## src/rtl/dose_scheduler_pkg.sv

```systemverilog
// Shared types and constants for the dose scheduler: FSM states, alarm codes
// and the packed log record layout.
package dose_scheduler_pkg;

  typedef enum logic [1:0] {
    ST_IDLE = 2'd0,
    ST_SCAN = 2'd1,
    ST_DUE  = 2'd2,
    ST_LOG  = 2'd3
  } state_t;

  localparam logic [1:0] ALARM_OFF = 2'b00;
  localparam logic [1:0] ALARM_DUE = 2'b01;
  localparam logic [1:0] ALARM_ESC = 2'b10;

  // Log record: {missed, slot[2:0], dose_time[7:0]}
  localparam int unsigned LOG_W          = 12;
  localparam int unsigned LOG_TIME_LSB   = 0;
  localparam int unsigned LOG_TIME_W     = 8;
  localparam int unsigned LOG_SLOT_LSB   = 8;
  localparam int unsigned LOG_SLOT_W     = 3;
  localparam int unsigned LOG_MISSED_BIT = 11;

  function automatic logic [LOG_W-1:0] pack_log(
    input logic                  missed,
    input logic [LOG_SLOT_W-1:0] slot,
    input logic [LOG_TIME_W-1:0] dose_time
  );
    logic [LOG_W-1:0] r;
    r = '0;
    r[LOG_MISSED_BIT]                  = missed;
    r[LOG_SLOT_LSB +: LOG_SLOT_W]      = slot;
    r[LOG_TIME_LSB +: LOG_TIME_W]      = dose_time;
    return r;
  endfunction

endpackage

```

## src/rtl/dose_scheduler_if.sv

```systemverilog
// Configuration write port and logger handshake of the dose scheduler.
interface dose_scheduler_if #(
  parameter int NUM_SLOTS = 8
);
  localparam int AW = $clog2(NUM_SLOTS);

  logic          cfg_we;
  logic [AW-1:0] cfg_addr;
  logic [7:0]    cfg_time;
  logic          cfg_en;
  logic          log_req;
  logic [11:0]   log_rec;
  logic          log_gnt;

  modport master (
    output cfg_we, cfg_addr, cfg_time, cfg_en, log_gnt,
    input  log_req, log_rec
  );

  modport slave (
    input  cfg_we, cfg_addr, cfg_time, cfg_en, log_gnt,
    output log_req, log_rec
  );
endinterface

```

## src/rtl/dose_slot_table.sv

```systemverilog
// NUM_SLOTS x {en, time} register file: one write port, one combinational read.
module dose_slot_table #(
  parameter int NUM_SLOTS = 8,
  parameter int AW        = $clog2(NUM_SLOTS)
) (
  input  logic          clk,
  input  logic          rst_n,
  input  logic          we,
  input  logic [AW-1:0] waddr,
  input  logic [7:0]    wtime,
  input  logic          wen,
  input  logic [AW-1:0] raddr,
  output logic          rd_en,
  output logic [7:0]    rd_time
);

  logic [NUM_SLOTS-1:0] en_q;
  logic [7:0]           time_q [NUM_SLOTS];

  // Slot storage; reset leaves every slot disabled at time 0
  always_ff @(posedge clk or negedge rst_n) begin
    if (!rst_n) begin
      en_q <= '0;
      for (int unsigned i = 0; i < unsigned'(NUM_SLOTS); i++) begin
        time_q[i] <= '0;
      end
    end else if (we) begin
      en_q[waddr]   <= wen;
      time_q[waddr] <= wtime;
    end
  end

  assign rd_en   = en_q[raddr];
  assign rd_time = time_q[raddr];

endmodule

```

## src/rtl/dose_scheduler.sv

```systemverilog
// Dose scheduler: time base, slot scan FSM, due/escalate/miss alarm and logger handshake.
module dose_scheduler
  import dose_scheduler_pkg::*;
#(
  parameter int NUM_SLOTS  = 8,
  parameter int ESC_TICKS  = 4,
  parameter int MISS_TICKS = 16
) (
  input  logic                         clk,
  input  logic                         rst_n,
  input  logic                         ena,
  input  logic                         tick,
  input  logic                         ack,
  dose_scheduler_if.slave              bus,
  output logic [7:0]                   now,
  output logic [1:0]                   alarm,
  output logic [$clog2(NUM_SLOTS)-1:0] due_slot,
  output logic                         busy
);

  localparam int AW    = $clog2(NUM_SLOTS);
  localparam int CNT_W = $clog2(MISS_TICKS + 1);
  localparam logic [AW-1:0]    LAST     = AW'(NUM_SLOTS - 1);
  localparam logic [CNT_W-1:0] ESC_CNT  = CNT_W'(ESC_TICKS);
  localparam logic [CNT_W-1:0] MISS_CNT = CNT_W'(MISS_TICKS);

  state_t             state_q, state_n;
  logic [7:0]         now_q;
  logic [AW-1:0]      scan_idx_q, scan_idx_n;
  logic [7:0]         scan_time_q, scan_time_n;
  logic [AW-1:0]      svc_slot_q, svc_slot_n;
  logic [CNT_W-1:0]   cnt_q, cnt_n;
  logic               esc_q, esc_n;
  logic               pending_q, pending_n;
  logic [LOG_W-1:0]   log_rec_q, log_rec_n;
  logic               rd_en;
  logic [7:0]         rd_time;

  dose_slot_table #(
    .NUM_SLOTS(NUM_SLOTS),
    .AW       (AW)
  ) u_table (
    .clk    (clk),
    .rst_n  (rst_n),
    .we     (bus.cfg_we & ena),
    .waddr  (bus.cfg_addr),
    .wtime  (bus.cfg_time),
    .wen    (bus.cfg_en),
    .raddr  (scan_idx_q),
    .rd_en  (rd_en),
    .rd_time(rd_time)
  );

  // Next-state and next-register values for the scan/alarm/log sequence
  always_comb begin
    state_n     = state_q;
    scan_idx_n  = scan_idx_q;
    scan_time_n = scan_time_q;
    svc_slot_n  = svc_slot_q;
    cnt_n       = cnt_q;
    esc_n       = esc_q;
    pending_n   = pending_q;
    log_rec_n   = log_rec_q;

    if (tick && state_q != ST_IDLE) pending_n = 1'b1;

    unique case (state_q)
      ST_IDLE: begin
        if (tick || pending_q) begin
          state_n     = ST_SCAN;
          // a pending tick already advanced now_q; a live tick is post-incremented here
          scan_time_n = tick ? now_q + 8'd1 : now_q;
          scan_idx_n  = '0;
          pending_n   = 1'b0;
        end
      end
      ST_SCAN: begin
        if (rd_en && rd_time == scan_time_q) begin
          state_n    = ST_DUE;
          svc_slot_n = scan_idx_q;
          cnt_n      = '0;
          esc_n      = 1'b0;
        end else if (scan_idx_q == LAST) begin
          state_n = ST_IDLE;
        end else begin
          scan_idx_n = scan_idx_q + AW'(1);
        end
      end
      ST_DUE: begin
        if (tick && cnt_q != '1) cnt_n = cnt_q + CNT_W'(1);
        if (cnt_n >= ESC_CNT) esc_n = 1'b1;
        if (ack) begin
          state_n   = ST_LOG;
          log_rec_n = pack_log(1'b0, LOG_SLOT_W'(svc_slot_q), scan_time_q);
        end else if (cnt_n >= MISS_CNT) begin
          state_n   = ST_LOG;
          log_rec_n = pack_log(1'b1, LOG_SLOT_W'(svc_slot_q), scan_time_q);
        end
      end
      ST_LOG: begin
        if (bus.log_gnt) begin
          if (svc_slot_q == LAST) begin
            state_n = ST_IDLE;
          end else begin
            state_n    = ST_SCAN;
            scan_idx_n = svc_slot_q + AW'(1);
          end
        end
      end
      default: state_n = ST_IDLE;
    endcase
  end

  // State registers; everything freezes while ena is low
  always_ff @(posedge clk or negedge rst_n) begin
    if (!rst_n) begin
      state_q     <= ST_IDLE;
      now_q       <= '0;
      scan_idx_q  <= '0;
      scan_time_q <= '0;
      svc_slot_q  <= '0;
      cnt_q       <= '0;
      esc_q       <= 1'b0;
      pending_q   <= 1'b0;
      log_rec_q   <= '0;
    end else if (ena) begin
      state_q     <= state_n;
      if (tick) now_q <= now_q + 8'd1;
      scan_idx_q  <= scan_idx_n;
      scan_time_q <= scan_time_n;
      svc_slot_q  <= svc_slot_n;
      cnt_q       <= cnt_n;
      esc_q       <= esc_n;
      pending_q   <= pending_n;
      log_rec_q   <= log_rec_n;
    end
  end

  assign now         = now_q;
  assign alarm       = (state_q == ST_DUE) ? (esc_q ? ALARM_ESC : ALARM_DUE) : ALARM_OFF;
  assign due_slot    = svc_slot_q;
  assign busy        = (state_q != ST_IDLE);
  assign bus.log_req = (state_q == ST_LOG);
  assign bus.log_rec = log_rec_q;

endmodule

```

## src/flat_wrapper.sv

```systemverilog
// flat-port wrapper written by rule: the top's interface ports become plain ports
module dose_scheduler_flat import dose_scheduler_pkg::*;
#(
  parameter int NUM_SLOTS  = 8,
  parameter int ESC_TICKS  = 4,
  parameter int MISS_TICKS = 16
)
  (clk, rst_n, ena, tick, ack, now, alarm, due_slot, busy, bus_cfg_we, bus_cfg_addr, bus_cfg_time, bus_cfg_en, bus_log_gnt, bus_log_req, bus_log_rec);
  dose_scheduler_if #(.NUM_SLOTS(NUM_SLOTS)) bus_i ();
  input  logic clk;
  input  logic rst_n;
  input  logic ena;
  input  logic tick;
  input  logic ack;
  output logic [7:0] now;
  output logic [1:0] alarm;
  output logic [$clog2(NUM_SLOTS)-1:0] due_slot;
  output logic busy;
  input wire logic [$bits(bus_i.cfg_we)-1:0] bus_cfg_we;
  input wire logic [$bits(bus_i.cfg_addr)-1:0] bus_cfg_addr;
  input wire logic [$bits(bus_i.cfg_time)-1:0] bus_cfg_time;
  input wire logic [$bits(bus_i.cfg_en)-1:0] bus_cfg_en;
  input wire logic [$bits(bus_i.log_gnt)-1:0] bus_log_gnt;
  output wire logic [$bits(bus_i.log_req)-1:0] bus_log_req;
  output wire logic [$bits(bus_i.log_rec)-1:0] bus_log_rec;
  assign bus_i.cfg_we = bus_cfg_we;
  assign bus_i.cfg_addr = bus_cfg_addr;
  assign bus_i.cfg_time = bus_cfg_time;
  assign bus_i.cfg_en = bus_cfg_en;
  assign bus_i.log_gnt = bus_log_gnt;
  assign bus_log_req = bus_i.log_req;
  assign bus_log_rec = bus_i.log_rec;
  dose_scheduler #(.NUM_SLOTS(NUM_SLOTS), .ESC_TICKS(ESC_TICKS), .MISS_TICKS(MISS_TICKS)) u_core (.clk(clk), .rst_n(rst_n), .ena(ena), .tick(tick), .ack(ack), .bus(bus_i), .now(now), .alarm(alarm), .due_slot(due_slot), .busy(busy));
endmodule
```

## config.mk

```make
export PLATFORM = sky130hd
export DESIGN_NAME = dose_scheduler_flat
export DESIGN_NICKNAME = d
export VERILOG_FILES = /design/src/rtl/dose_scheduler_pkg.sv /design/src/rtl/dose_scheduler_if.sv /design/src/rtl/dose_slot_table.sv /design/src/rtl/dose_scheduler.sv /design/src/flat_wrapper.sv
export SDC_FILE = /design/constraint.sdc
export NUM_CORES = 1
export LEC_CHECK = 0
export ABC_AREA = 0
export CAP_MARGIN = 5
export CELL_PAD_IN_SITES_DETAIL_PLACEMENT = 1
export CELL_PAD_IN_SITES_GLOBAL_PLACEMENT = 1
export CORE_AREA = 3 3 111 113
export DETAILED_ROUTE_END_ITERATION = 12
export DIE_AREA = 0 0 114 116
export MAX_ROUTING_LAYER = met4
export PLACE_DENSITY_LB_ADDON = 0.1
export SLEW_MARGIN = 20
export SYNTH_ARGS = -nofsm -noshare
export SYNTH_HDL_FRONTEND = slang
export SYNTH_SLANG_ARGS = --single-unit
```

## constraint.sdc

```tcl
create_clock -name clk -period 4.65 [get_ports clk]
set_input_delay 0.6975 -clock clk [delete_from_list [all_inputs] [get_ports clk]]
set_output_delay 0.6975 -clock clk [all_outputs]
set_load 0.1 [all_outputs]
```

Word level (Yosys, flattened, before mapping)

Cells that the tools add are included.

Bits of input ports: 19
Output and inout bits: 27
Logic and storage cells: 107
Register bits after elaboration: 115

$lt $le $gt $ge: 8
Equality and inequality tests: 16
Add/sub/neg operators: 4
Bitwise operators: 3
Reductions and logical operators: 18
Muxes and demuxes: 40

Operator list:

| kind                                                                    | number |
|---|---|
| 64-bit bitwise mux                                                      | 1 |
| 8-bit 2-to-1 mux                                                        | 4 |
| 8-bit binary-select mux with 3-bit select                               | 1 |
| 8-bit demux with 3-bit select                                           | 1 |
| 12-bit 2-to-1 mux                                                       | 2 |
| 2-bit 2-to-1 mux                                                        | 8 |
| 3-bit 2-to-1 mux                                                        | 5 |
| 5-bit 2-to-1 mux                                                        | 3 |
| 3-bit AND reduction                                                     | 4 |
| 5-bit case mux with 2 select lines                                      | 1 |
| 3-bit case mux with 3 select lines                                      | 1 |
| 8-bit by 1-bit adder with 8-bit output, second input constant           | 1 |
| 8-bit bitwise mux                                                       | 1 |
| 8-bit equality test                                                     | 1 |
| 4-bit >= comparator, second input constant                              | 2 |
| 3-bit by 4-bit < comparator with 1-bit output, second input constant    | 2 |
| 1-bit 2-to-1 mux                                                        | 8 |
| 2-bit inequality test, second input constant                            | 4 |
| 3-bit NOT with 4-bit output                                             | 2 |
| 2-bit case mux with 4 select lines                                      | 1 |
| 7-bit AND reduction                                                     | 1 |
| 3-bit by 1-bit adder with 3-bit output, second input constant           | 2 |
| 3-bit equality test, second input constant                              | 2 |
| 2-bit by 1-bit inequality test with 1-bit output, second input constant | 3 |
| other kinds (21)                                                        | 28 |

Logic depth before layout (Yosys ltp)

Gate-level depths: netlist (run 1).

Depth after elaboration: 8
Mapped depth: 10
Mapped depth without buffers: 10

Cells and area by module

Synthesis (run 1) repeated with hierarchy kept, for this count alone.

Cell total of the unflattened synthesis: 395
Area, all modules: 5547.8 µm²

Modules (own cells, without submodules):

| module          | sequential area each (µm²) | area an instance (µm²) | instances | cells each |
|---|---|---|---|---|
| dose_slot_table | 1801.7                     | 3352.0                 | 1         | 191 |
| dose_scheduler  | 1076.0                     | 2195.9                 | 1         | 204 |

Worst setup path before layout (run 1)

OpenSTA, ideal clock, no wires.

Path kind: reg2out
Start point: register u_core.state_q[0]
End point: output port alarm[0]
Arrival time: 2367 ps
Slack: 1585 ps
Required time: 3953 ps
Stages on the path, launching flop included: 5
Path buffers: 1
Cell sequence: dfrtp_1 inv_1 ha_1 clkbuf_1 nor2b_1

Longest elaborated chain between the ends: 2

RTL lines:

| element                | RTL line              | text |
|---|---|---|
| start, declared        | dose_scheduler.sv:27  | `state_t state_q, state_n;` |
| start signal, assigned | dose_scheduler.sv:127 | `state_q <= state_n;` |
| 2-bit equality test    | dose_scheduler.sv:140 | `assign alarm = (state_q == ST_DUE) ? (esc_q ? ALARM_ESC : ALARM_DUE) : ALARM_OFF;` |
| 2-bit 2-to-1 mux       | dose_scheduler.sv:140 |  |
| end, declared          | flat_wrapper.sv:16    | `output logic [1:0] alarm;` |

Every way passes these cells.

Worst setup path in the final report (run 1)

Start point: register u_core.scan_idx_q[1]
End point: register u_core.cnt_q[2]

Longest elaborated chain between the ends: 8
Elaborated cells between the ends (all ways): 10
Classes of those cells: 2 x eq/ne; 5 x mux; 1 x bitwise; 2 x reduce/logical

RTL lines:

| element                                                             | RTL line              | text |
|---|---|---|
| start, declared                                                     | dose_scheduler.sv:29  | `logic [AW-1:0] scan_idx_q, scan_idx_n;` |
| start signal, assigned                                              | dose_scheduler.sv:129 | `scan_idx_q <= scan_idx_n;` |
| 3-bit NOT with 4-bit output (implied by the code)                   | dose_slot_table.sv:34 | `assign rd_time = time_q[raddr];` |
| 8-bit binary-select mux with 3-bit select                           | dose_slot_table.sv:34 |  |
| 8-bit 2-to-1 mux (implied by the code) (2 in a row)                 | dose_slot_table.sv:34 |  |
| 8-bit equality test                                                 | dose_scheduler.sv:78  | `if (rd_en && rd_time == scan_time_q) begin` |
| 1-bit logical AND *                                                 | dose_scheduler.sv:78  |  |
| 2-bit by 1-bit inequality test with 1-bit output (no source line) * | --                    |  |
| 3-bit AND reduction (no source line) *                              | --                    |  |
| end signal, assigned                                                | dose_scheduler.sv:132 | `cnt_q <= cnt_n;` |
| end, declared                                                       | dose_scheduler.sv:32  | `logic [CNT_W-1:0] cnt_q, cnt_n;` |

Every way passes the cells marked *; elsewhere a longest branch is shown, timed or not. The select of a mux whose other input is x is not followed.
A chain may end at the register's enable or synchronous reset.

==> impl.org, run 1 <==
** Setup path
- Of all nets on the critical path, the largest fanout is 17.
- STA puts the critical path data required time at just under 5 ns.
- STA classifies the critical path startpoint as a flop.
- Data arrives at the worst endpoint at between 3 and 4 ns.
- The critical path in this run is classified as reg -> reg.
- Critical Path Sink Type :: flop

** Floorplan
- The floorplan step set the die height to 116 µm.
- Row cnt :: 39
- Horizontal die dimension :: 114 µm
- Top-level port count :: 46
- In this run the standard cell core region covers between 10000 and 15000 µm².
- The die covers between 10000 and 15000 µm².
- Initial standard-cell utilization of the core :: about half

** Routing
- For this block, the via count after detailed routing is around 3800.
- Overall routed net length :: approximately 14000 µm
- Pre-antenna DRT Iters :: 4
- Per-cell via count in the routed design :: ~5.9
- After detailed routing, the average wire length per cell comes to between 20 and 25 µm.
- For this run, design rule violations remaining after detail routing come to 0.
- The detail route stage leaves a number of antenna-violating nets equal to 0.
- Violation count after the first detailed-routing iteration :: about 160

** GRT
- Leftover overflow at the end of global routing :: 0
- Total Routing Usage GR :: between 20% and 30%
- The via count of the first global-routing pass was 4164.
- Entering global routing, the biggest net connects 43 pins.
- Antenna violations before repair :: 0
- Global-route wire length before repair :: between 20000 and 25000 µm

** Final layout
- Relative to the synthesized area, the layout overhead comes to 20.4%.
- 0 antenna diodes ended up in the layout.
- The finished layout holds about 640 standard cells, fillers aside.
- Post-layout util :: around three fifths
- Share of cells above drive strength 1 :: about 27%
- At the end of the flow, the number of nets in the layout was about 500.

** Timing
- Static timing analysis puts the maximum clock frequency at between 200 and 300 MHz.
- The worst pin sits at a relative slew slack of between 30% and 40%.
- Final Setup Violations :: 0
- Pins Over Slew Limit :: 0
- Final period demand of the worst path :: about 3.5 ns
- Hold violation count in the final report :: 0
- Fin Setup TNS :: 0 ns
- Setup repair after global routing left no endpoint under its margin.
- At the pin with the least slew margin, the transition time is 1.03 ns.
- The worst path uses around 75% of the clock period.
- For the final database, setup skew stands at between 0.006 and 0.007 ns.

** Synthesis
- Of all flip-flops after synthesis, the portion carrying an async set or reset was 100%.
- Top flip-flop cell by instance count after synthesis :: sky130_fd_sc_hd__dfrtp_1
- Sequential cells were found to cover between 50% and 60% of the synthesized design area.
- Syn Std Cell Area :: 5670 µm²
- Number of warnings printed during yosys synthesis :: 0
- Number of storage elements in the synthesis netlist :: around 120
- Post-Syn Nets :: ~460
- The synthesized design contains 0 enable-type register cells.
- In this run the mean area of a mapped cell was 13.2 µm².
- Count of different cell masters after synthesis :: between 40 and 50
- Number of cells produced by synthesis :: between 400 and 500

** Power and ir drop
- Leakage component of the power :: about 3 nW
- PnR Total Power :: approximately 4.3 mW
- Pwr dens :: 631 nW/µm²
- The worst-case IR drop observed on VDD is 0.000497 V.

** Clocking
- Worst skew pair latency :: ~0.42 ns
- In this run, post-CTS repair resized a total of 0 instances.
- Clock-pin slew was measured on the worst setup and hold paths at ~0.050 ns.
- Setup Buffers After CTS :: 0
- CTS H-tree lvls :: 4
- Clock tree root buffer cell :: sky130_fd_sc_hd__clkbuf_16
- The number of hold buffers added after CTS was 0.
- Total number of clock tree sinks :: around 120
- TritonCTS built the clock tree.
- Clock tree synthesis inserted a total of 17 buffers.
- The clock passes through at most 2 buffers.

** Placed design
- # placed instances :: ~600
- At the end of routability-driven placement, the weighted congestion stood at approximately 0.86.
- Placed wire-length estimate after detailed placement :: between 9000 and 10000 µm
- Port buffering added 45 buffers.

** Flow run
- Across the run, the number of max-cap violations was 0.

** Outcome
- Run status :: finished, final reports clean

** Hold path
- The min-delay analysis places its worst path in the category in -> async.
## logic make-up after synthesis
logic type | Yosys count | share of synthesized area (%)
xor+xnor | 23 | 3.55
buf+inv | 27 | 2.56
mux | 117 | 27.5
fa+ha+maj | 8 | 1.77
compound gates | 51 | 6.05
flops | 115 | 50.8
simple gates | 88 | 7.79
## synth_stat cells, types with 2 or more instances
cell	number	share of area [%]
sky130_fd_sc_hd__xor2_1	14	2.2
sky130_fd_sc_hd__and3_1	4	0.44
sky130_fd_sc_hd__mux4_2	7	2.8
sky130_fd_sc_hd__dfrtp_1	115	51
sky130_fd_sc_hd__ha_1	8	1.8
sky130_fd_sc_hd__xnor2_1	9	1.4
sky130_fd_sc_hd__clkbuf_1	8	0.53
sky130_fd_sc_hd__nor3_1	3	0.26
sky130_fd_sc_hd__mux2i_1	11	1.9
sky130_fd_sc_hd__a221o_1	2	0.35
sky130_fd_sc_hd__inv_1	10	0.66
sky130_fd_sc_hd__o311ai_0	2	0.31
sky130_fd_sc_hd__nand4_1	4	0.44
sky130_fd_sc_hd__a211o_1	3	0.46
sky130_fd_sc_hd__nand2_1	26	1.7
sky130_fd_sc_hd__nand3b_1	3	0.40
sky130_fd_sc_hd__nor2_1	18	1.2
sky130_fd_sc_hd__buf_2	2	0.18
sky130_fd_sc_hd__a32o_1	2	0.35
sky130_fd_sc_hd__buf_6	4	0.79
sky130_fd_sc_hd__mux4_1	11	5.1
sky130_fd_sc_hd__nand2b_1	7	0.77
sky130_fd_sc_hd__o211ai_1	2	0.26
sky130_fd_sc_hd__mux2_2	85	17
sky130_fd_sc_hd__o21ai_0	18	1.6
sky130_fd_sc_hd__or3_1	5	0.55
sky130_fd_sc_hd__a31oi_1	2	0.22
sky130_fd_sc_hd__a21oi_1	9	0.79
sky130_fd_sc_hd__nor2b_1	4	0.44
sky130_fd_sc_hd__mux2_4	3	0.79
sky130_fd_sc_hd__nand3_1	10	0.88
## final cells by class
class / count / area (µm²)
inverters: 11 / 41.3
multi-input cells: 287 / 2650
flip-flops and latches: 115 / 2880
repair buffers: 54 / 515
clock buffers: 22 / 454
fillers: 1141 / 4600
well taps: 143 / 179
clock inverters: 10 / 109
## worst paths after layout
kind	slack, ns	to	depth (start not counted)	start
worst max-delay path	1.17	u_core.cnt_q[2]$_DFFE_PN0P_	7	u_core.scan_idx_q[1]$_DFFE_PN0P_
worst min-delay path	0.26	u_core.cnt_q[4]$_DFFE_PN0P_	1	rst_n
worst max register to register	1.17	u_core.cnt_q[2]$_DFFE_PN0P_	7	u_core.scan_idx_q[1]$_DFFE_PN0P_
worst min register to register	0.49	u_core.u_table.time_q[46]$_DFFE_PN0P_	1	u_core.u_table.time_q[46]$_DFFE_PN0P_
max in group asynchronous	3.46	u_core.u_table.time_q[60]$_DFFE_PN0P_	2	rst_n
min in group clk	0.49	u_core.u_table.time_q[46]$_DFFE_PN0P_	1	u_core.u_table.time_q[46]$_DFFE_PN0P_
## power by group
part           switching [mW]  internal, mW
registers               0.298          1.25
logic                   0.883         0.624
clock network           0.452         0.796
## registers in the layout, summed over array words and instances (netlist names), named ones only
register,flops
u_core.u_table.time_q,64
u_core.scan_idx_q,3
u_core.state_q,1
u_core.due_slot,3
u_core.scan_time_q,8
u_core.cnt_q,5
u_core.pending_q,1
u_core.bus.log_rec,12
u_core.now,8
u_core.u_table.en_q,8
u_core.esc_q,1
## cell usage in the layout, fill, tap and decap left out, drive strengths merged, types with 6 or more instances in the layout
cell type,n
clkinv,7
a21oi,9
nand2b,7
nand3,10
clkbuf,22
xnor2,9
or3,6
nand2,26
ha,8
buf,10
clkdlybuf4s50,44
mux2i,11
dfrtp,115
mux4,18
mux2,88
inv,10
o21ai,19
xor2,14
nor2,18
## critical path, cell delays in order (launching register included)
cell	delay [ns]
sky130_fd_sc_hd__dfrtp_1	0.87
sky130_fd_sc_hd__mux4_1	0.65
sky130_fd_sc_hd__mux2i_1	0.18
sky130_fd_sc_hd__xor2_1	0.24
sky130_fd_sc_hd__nand4_1	0.14
sky130_fd_sc_hd__nor4_2	0.72
sky130_fd_sc_hd__o21ai_2	0.16
sky130_fd_sc_hd__a221o_1	0.38
## stage by stage
| step | setup WS [ns] | cell area, µm² | hold slack, ns |
|---|---|---|---|
| 3_5_place_dp | 1.12 | 6260 | 0.488 |
| 3_3_place_gp | 1.18 | 6260 | 0.480 |
| 4_1_cts | 1.10 | 6820 | 0.267 |
| 2_1_floorplan | 1.59 | 5670 | 0.402 |
| 6_report | 1.17 | 6820 | 0.257 |
| 5_1_grt | 0.843 | 6820 | 0.281 |
## routing by layer
| layer | track usage [%] | wire length [µm] | vias to the layer above |
|---|---|---|---|
| li1 | - | - | 1701 |
| met1 | 27.6 | 6170 | 1995 |
| met2 | 37.7 | 6950 | 71 |
| met3 | 6.27 | 445 | 19 |
| met4 | 7.84 | 216 | 0 |
| met5 | - | 0 | - |
No activity file was read; power rests on OpenSTA's default activity.
==> run 2: changes to the inputs <==
Settings changed: CORE_AREA 3 3 111 113 to 3 3 119 121, DIE_AREA 0 0 114 116 to 0 0 122 124.
Clock period 4.65 ns to 2.9 ns, I/O delays scaled along.
==> run 2 against run 1 <==
Via count grew 2.9%. Worst hold slack lost 0.16 ns. Fmax grew 23%.
==> impl.org, run 2 (synthesis gave the netlist of run 1 again) <==
** Power and ir drop
- Clock share of power :: 30.0% (+1.0 points)
- The power density relative to cell area came to 1050 nW/µm² (+67%).
- The part of the total power dissipated in combinational logic is 38.0% (+3.0 points).
- The net load switching power is 2.75 mW (+68%).
- Net switching share of the total power :: 36.7% (-1.3 points)
- Leakage component of the power :: 3.18 nW (+6.1%)
- The worst-case vdd ir drop came to 0.000527 V (+6.0%).
- Sequential share of power :: 32.0% (-4.0 points)
- Cell Int Power :: 4.75 mW (+78%)

** Timing
- The transition time of the tightest slew-check pin came to 0.772 ns (-0.263 ns).
- The total of endpoints with negative setup slack in the final report was 0 (unchanged).
- The hold violation total from the final report came to 0 (unchanged).
- The number of slew-limit violations in the final report is 0 (unchanged).
- The worst setup slack after layout came to 0.0558 ns (-1.11 ns).
- The fraction of the cycle the final worst path needs was 98.1% (+23 points).
- The upper clock frequency limit came to 352 MHz (+23%).
- The worst slew margin relative to its limit is 48.5% (+18 points).
- Layout Skew :: 0.00817 ns (+0.00182 ns)
- Setup repair after global routing could not meet its margin everywhere.
- The time the final worst path needs with I/O delays and setup was 2.84 ns (-0.641 ns).

** Clocking
- Number of hold buffers added after CTS :: 0 (unchanged)
- TritonCTS built the clock tree.
- Total number of clock tree sinks :: 115 (unchanged)
- The clock transition at the registers of the reported paths is 0.06 ns (about the same).
- Clock tree root buffer cell :: sky130_fd_sc_hd__clkbuf_16
- The latest clock arrival within the worst-skew pair was 0.41 ns (about the same).
- The clock buffer count from CTS came to 17 (unchanged).
- The maximum clock insertion buffer count is 2 (unchanged).
- CTS H-tree lvls :: 4 (unchanged)

** Final layout
- Post-layout util :: 53.9% (-5.8 points)
- Layout overhead on the synthesized area :: 25.5%
- Register with the most flip-flops :: u_core.u_table.time_q
- The library cells used most frequently in the layout, excluding fill and tap cells, are 113 x sky130_fd_sc_hd__dfrtp_1, 85 x sky130_fd_sc_hd__mux2_2, 57 x sky130_fd_sc_hd__buf_4.
- The net total in the final layout is 539 (+5.1%).
- The number of filler instances in the final layout was 1324 (+16%).
- Antenna diodes :: 0 (unchanged)
- The share of layout cells above drive strength 1 was 39.4% (+12 points).
- The library cell used most frequently in the layout, excluding fill and tap cells, is sky130_fd_sc_hd__dfrtp_1.
- Flip-flop count of the largest register after layout :: 64 (unchanged)

** GRT
- The largest net degree at the start of global routing came to 56 (+30%).
- Total Routing Usage GR :: 21.0% (-1.9 points)
- The initial antenna violation count came to 0 (unchanged).
- The total grt overflow is 0 (unchanged).
- Global-route wire length before repair :: 23300 µm (+5.0%)
- Number of global-route vias before repair :: 4152 (-0.29%)

** Setup path
- The arrival time of data at the critical path endpoint is 3.13 ns (-0.65 ns).
- Most common cell on crit path :: sky130_fd_sc_hd__or3_4
- The worst register-to-register path begins at u_core.scan_idx_q[1]$_DFFE_PN0P_.
- Cell with the biggest individual delay on the critical path :: sky130_fd_sc_hd__mux4_2
- The worst setup path is of the reg -> reg kind.
- Required time worst endpoint :: 3.19 ns (-1.76 ns)
- The minimum setup slack among reg-to-reg paths is 0.06 ns (-1.11 ns).
- STA classifies the critical path endpoint as a flop.
- The signal on the critical path passes through buf_4 -> mux4_2 -> mux2i_2 -> xnor2_1 -> nand3b_1 -> or3_4 -> or3_4 -> mux2_4.
- The most critical setup path has its endpoint at u_core.due_slot[0]$_DFFE_PN0P_.
- Critical Path Source Type :: flop
- R2R Path End :: u_core.due_slot[0]$_DFFE_PN0P_
- Critical Path Source :: u_core.scan_idx_q[1]$_DFFE_PN0P_
- Highest cell delay on the worst timing path :: 0.52 ns (-0.35 ns)
- Worst-path fanout max :: 3 (-14)
- Number of cells on the worst reg-to-reg path :: 8 (+1)

** Routing
- Routed wire per std cell :: 21.1 µm (-1.7%)
- The final routed wirelength across all metal layers is 14800 µm (+7.4%).
- Antenna-violating nets left :: 0 (unchanged)
- Pre-antenna DRT Iters :: 4 (unchanged)
- Per-cell via count in the routed design :: 5.55 (-5.8%)
- The initial detailed-routing violation count came to 214 (+35%).
- The post-detailed-route DRC marker count is 0 (unchanged).
- Total via count after detailed routing :: 3894 (+2.9%)

** Floorplan
- Horizontal die dimension :: 122 µm (+7.0%)
- The die area was 15100 µm² (+14%).
- The standard-cell row count was 42 (+7.7%).
- Height of the die :: 124 µm (+6.9%)
- Initial standard-cell utilization of the core :: 43.0% (-6.7 points)
- Top-level port count :: 46 (unchanged)
- The area of the core region came to 13200 µm² (+16%).

** Hold path
- The path class of the tightest hold or removal check is in -> async.

** Placed design
- Post-placement setup slack :: -0.0985 ns (-1.21 ns)
- Port buffer count :: 45 (unchanged)
- The placer's final routability congestion estimate was 0.834 (-3.1%).
- The HPWL after detailed placement came to 9840 µm (+7.5%).

** Flow run
- Max_cap viols :: 0 (unchanged)

** Outcome
- Run status :: finished, final reports clean
## run 2: cell types whose count changed in the layout (fill, tap and decap cells not counted), moves of 5 or more
cell and delta:
sky130_fd_sc_hd__mux4_1 -6, sky130_fd_sc_hd__mux4_2 +6, sky130_fd_sc_hd__mux2i_2 +5, sky130_fd_sc_hd__mux2i_1 -5
sky130_fd_sc_hd__clkdlybuf4s50_1 -27, sky130_fd_sc_hd__buf_4 +47
## run 2: worst min path at each step
stage | end | slack, ns | cells after the start
floorplan | async pin | 0.14 | 0
global placement | u_core.u_table.time_q[3]$_DFFE_PN0P_ | 0.48 | 1
detailed placement | u_core.u_table.time_q[51]$_DFFE_PN0P_ | 0.49 | 1
CTS | u_core.cnt_q[4]$_DFFE_PN0P_ | 0.12 | 1
global route | u_core.cnt_q[4]$_DFFE_PN0P_ | 0.13 | 1
finish | u_core.cnt_q[4]$_DFFE_PN0P_ | 0.09 | 1
## run 2: timing repair
action / in CTS / in global routing
endpoints found under the hold margin: 0 / 0
resized for setup: 1 / 21
buffers inserted: 0 / 7
setup endpoints to repair: 10 / 23
pin swaps: 0 / 10
## run 2: layout make-up
| class | instances | area (µm²) | area share [%] |
|---|---|---|---|
| well taps | 176 | 220 | 3.10 |
| repair buffers | 80 | 683 | 9.61 |
| flip-flops and latches | 115 | 2880 | 40.5 |
| clock buffers | 23 | 488 | 6.86 |
| inverters | 11 | 41.3 | 0.581 |
| multi-input cells | 287 | 2650 | 37.2 |
| clock inverters | 9 | 150 | 2.11 |
## run 2: metrics by stage
stage | power (mW) | TNS, ns | std cells | instance area, µm² | hold slack (ns)
floorplan | 4.28 | 0 | 429 | 5670 | 0.139
finish | 7.50 | 0 | 701 | 7110 | 0.0942
detailed placement | 5.06 | -0.594 | 662 | 6400 | 0.490
CTS | 7.36 | 0 | 694 | 7040 | 0.120
global placement | 4.97 | 0 | 662 | 6400 | 0.480
global route | 7.90 | -0.301 | 701 | 7110 | 0.133
## run 2: metal layers
metal  track usage, %  up-vias  wire (µm)
met3             4.72       14        513
met1             26.0     2059       6670
met2             35.1       78       7430
met4             5.88        0        190
li1                 -     1743          -
met5                -        -          0
## run 2: power groups by stage
stage               clock, mW  combinational, mW  sequential (mW)
global placement            0               2.57             2.40
global route             2.37               3.08             2.45
detailed placement          0               2.64             2.42
finish                   2.25               2.85             2.40
CTS                      2.28               2.67             2.40
floorplan                   0               1.53             2.75
## run 2: worst max-delay path: cells and delay by family, from the launching register on
family	cells	cell delay, ns
mux	3	1.03
simple gates	3	1.01
flops	1	0.39
buf+inv	1	0.15
xor+xnor	1	0.14
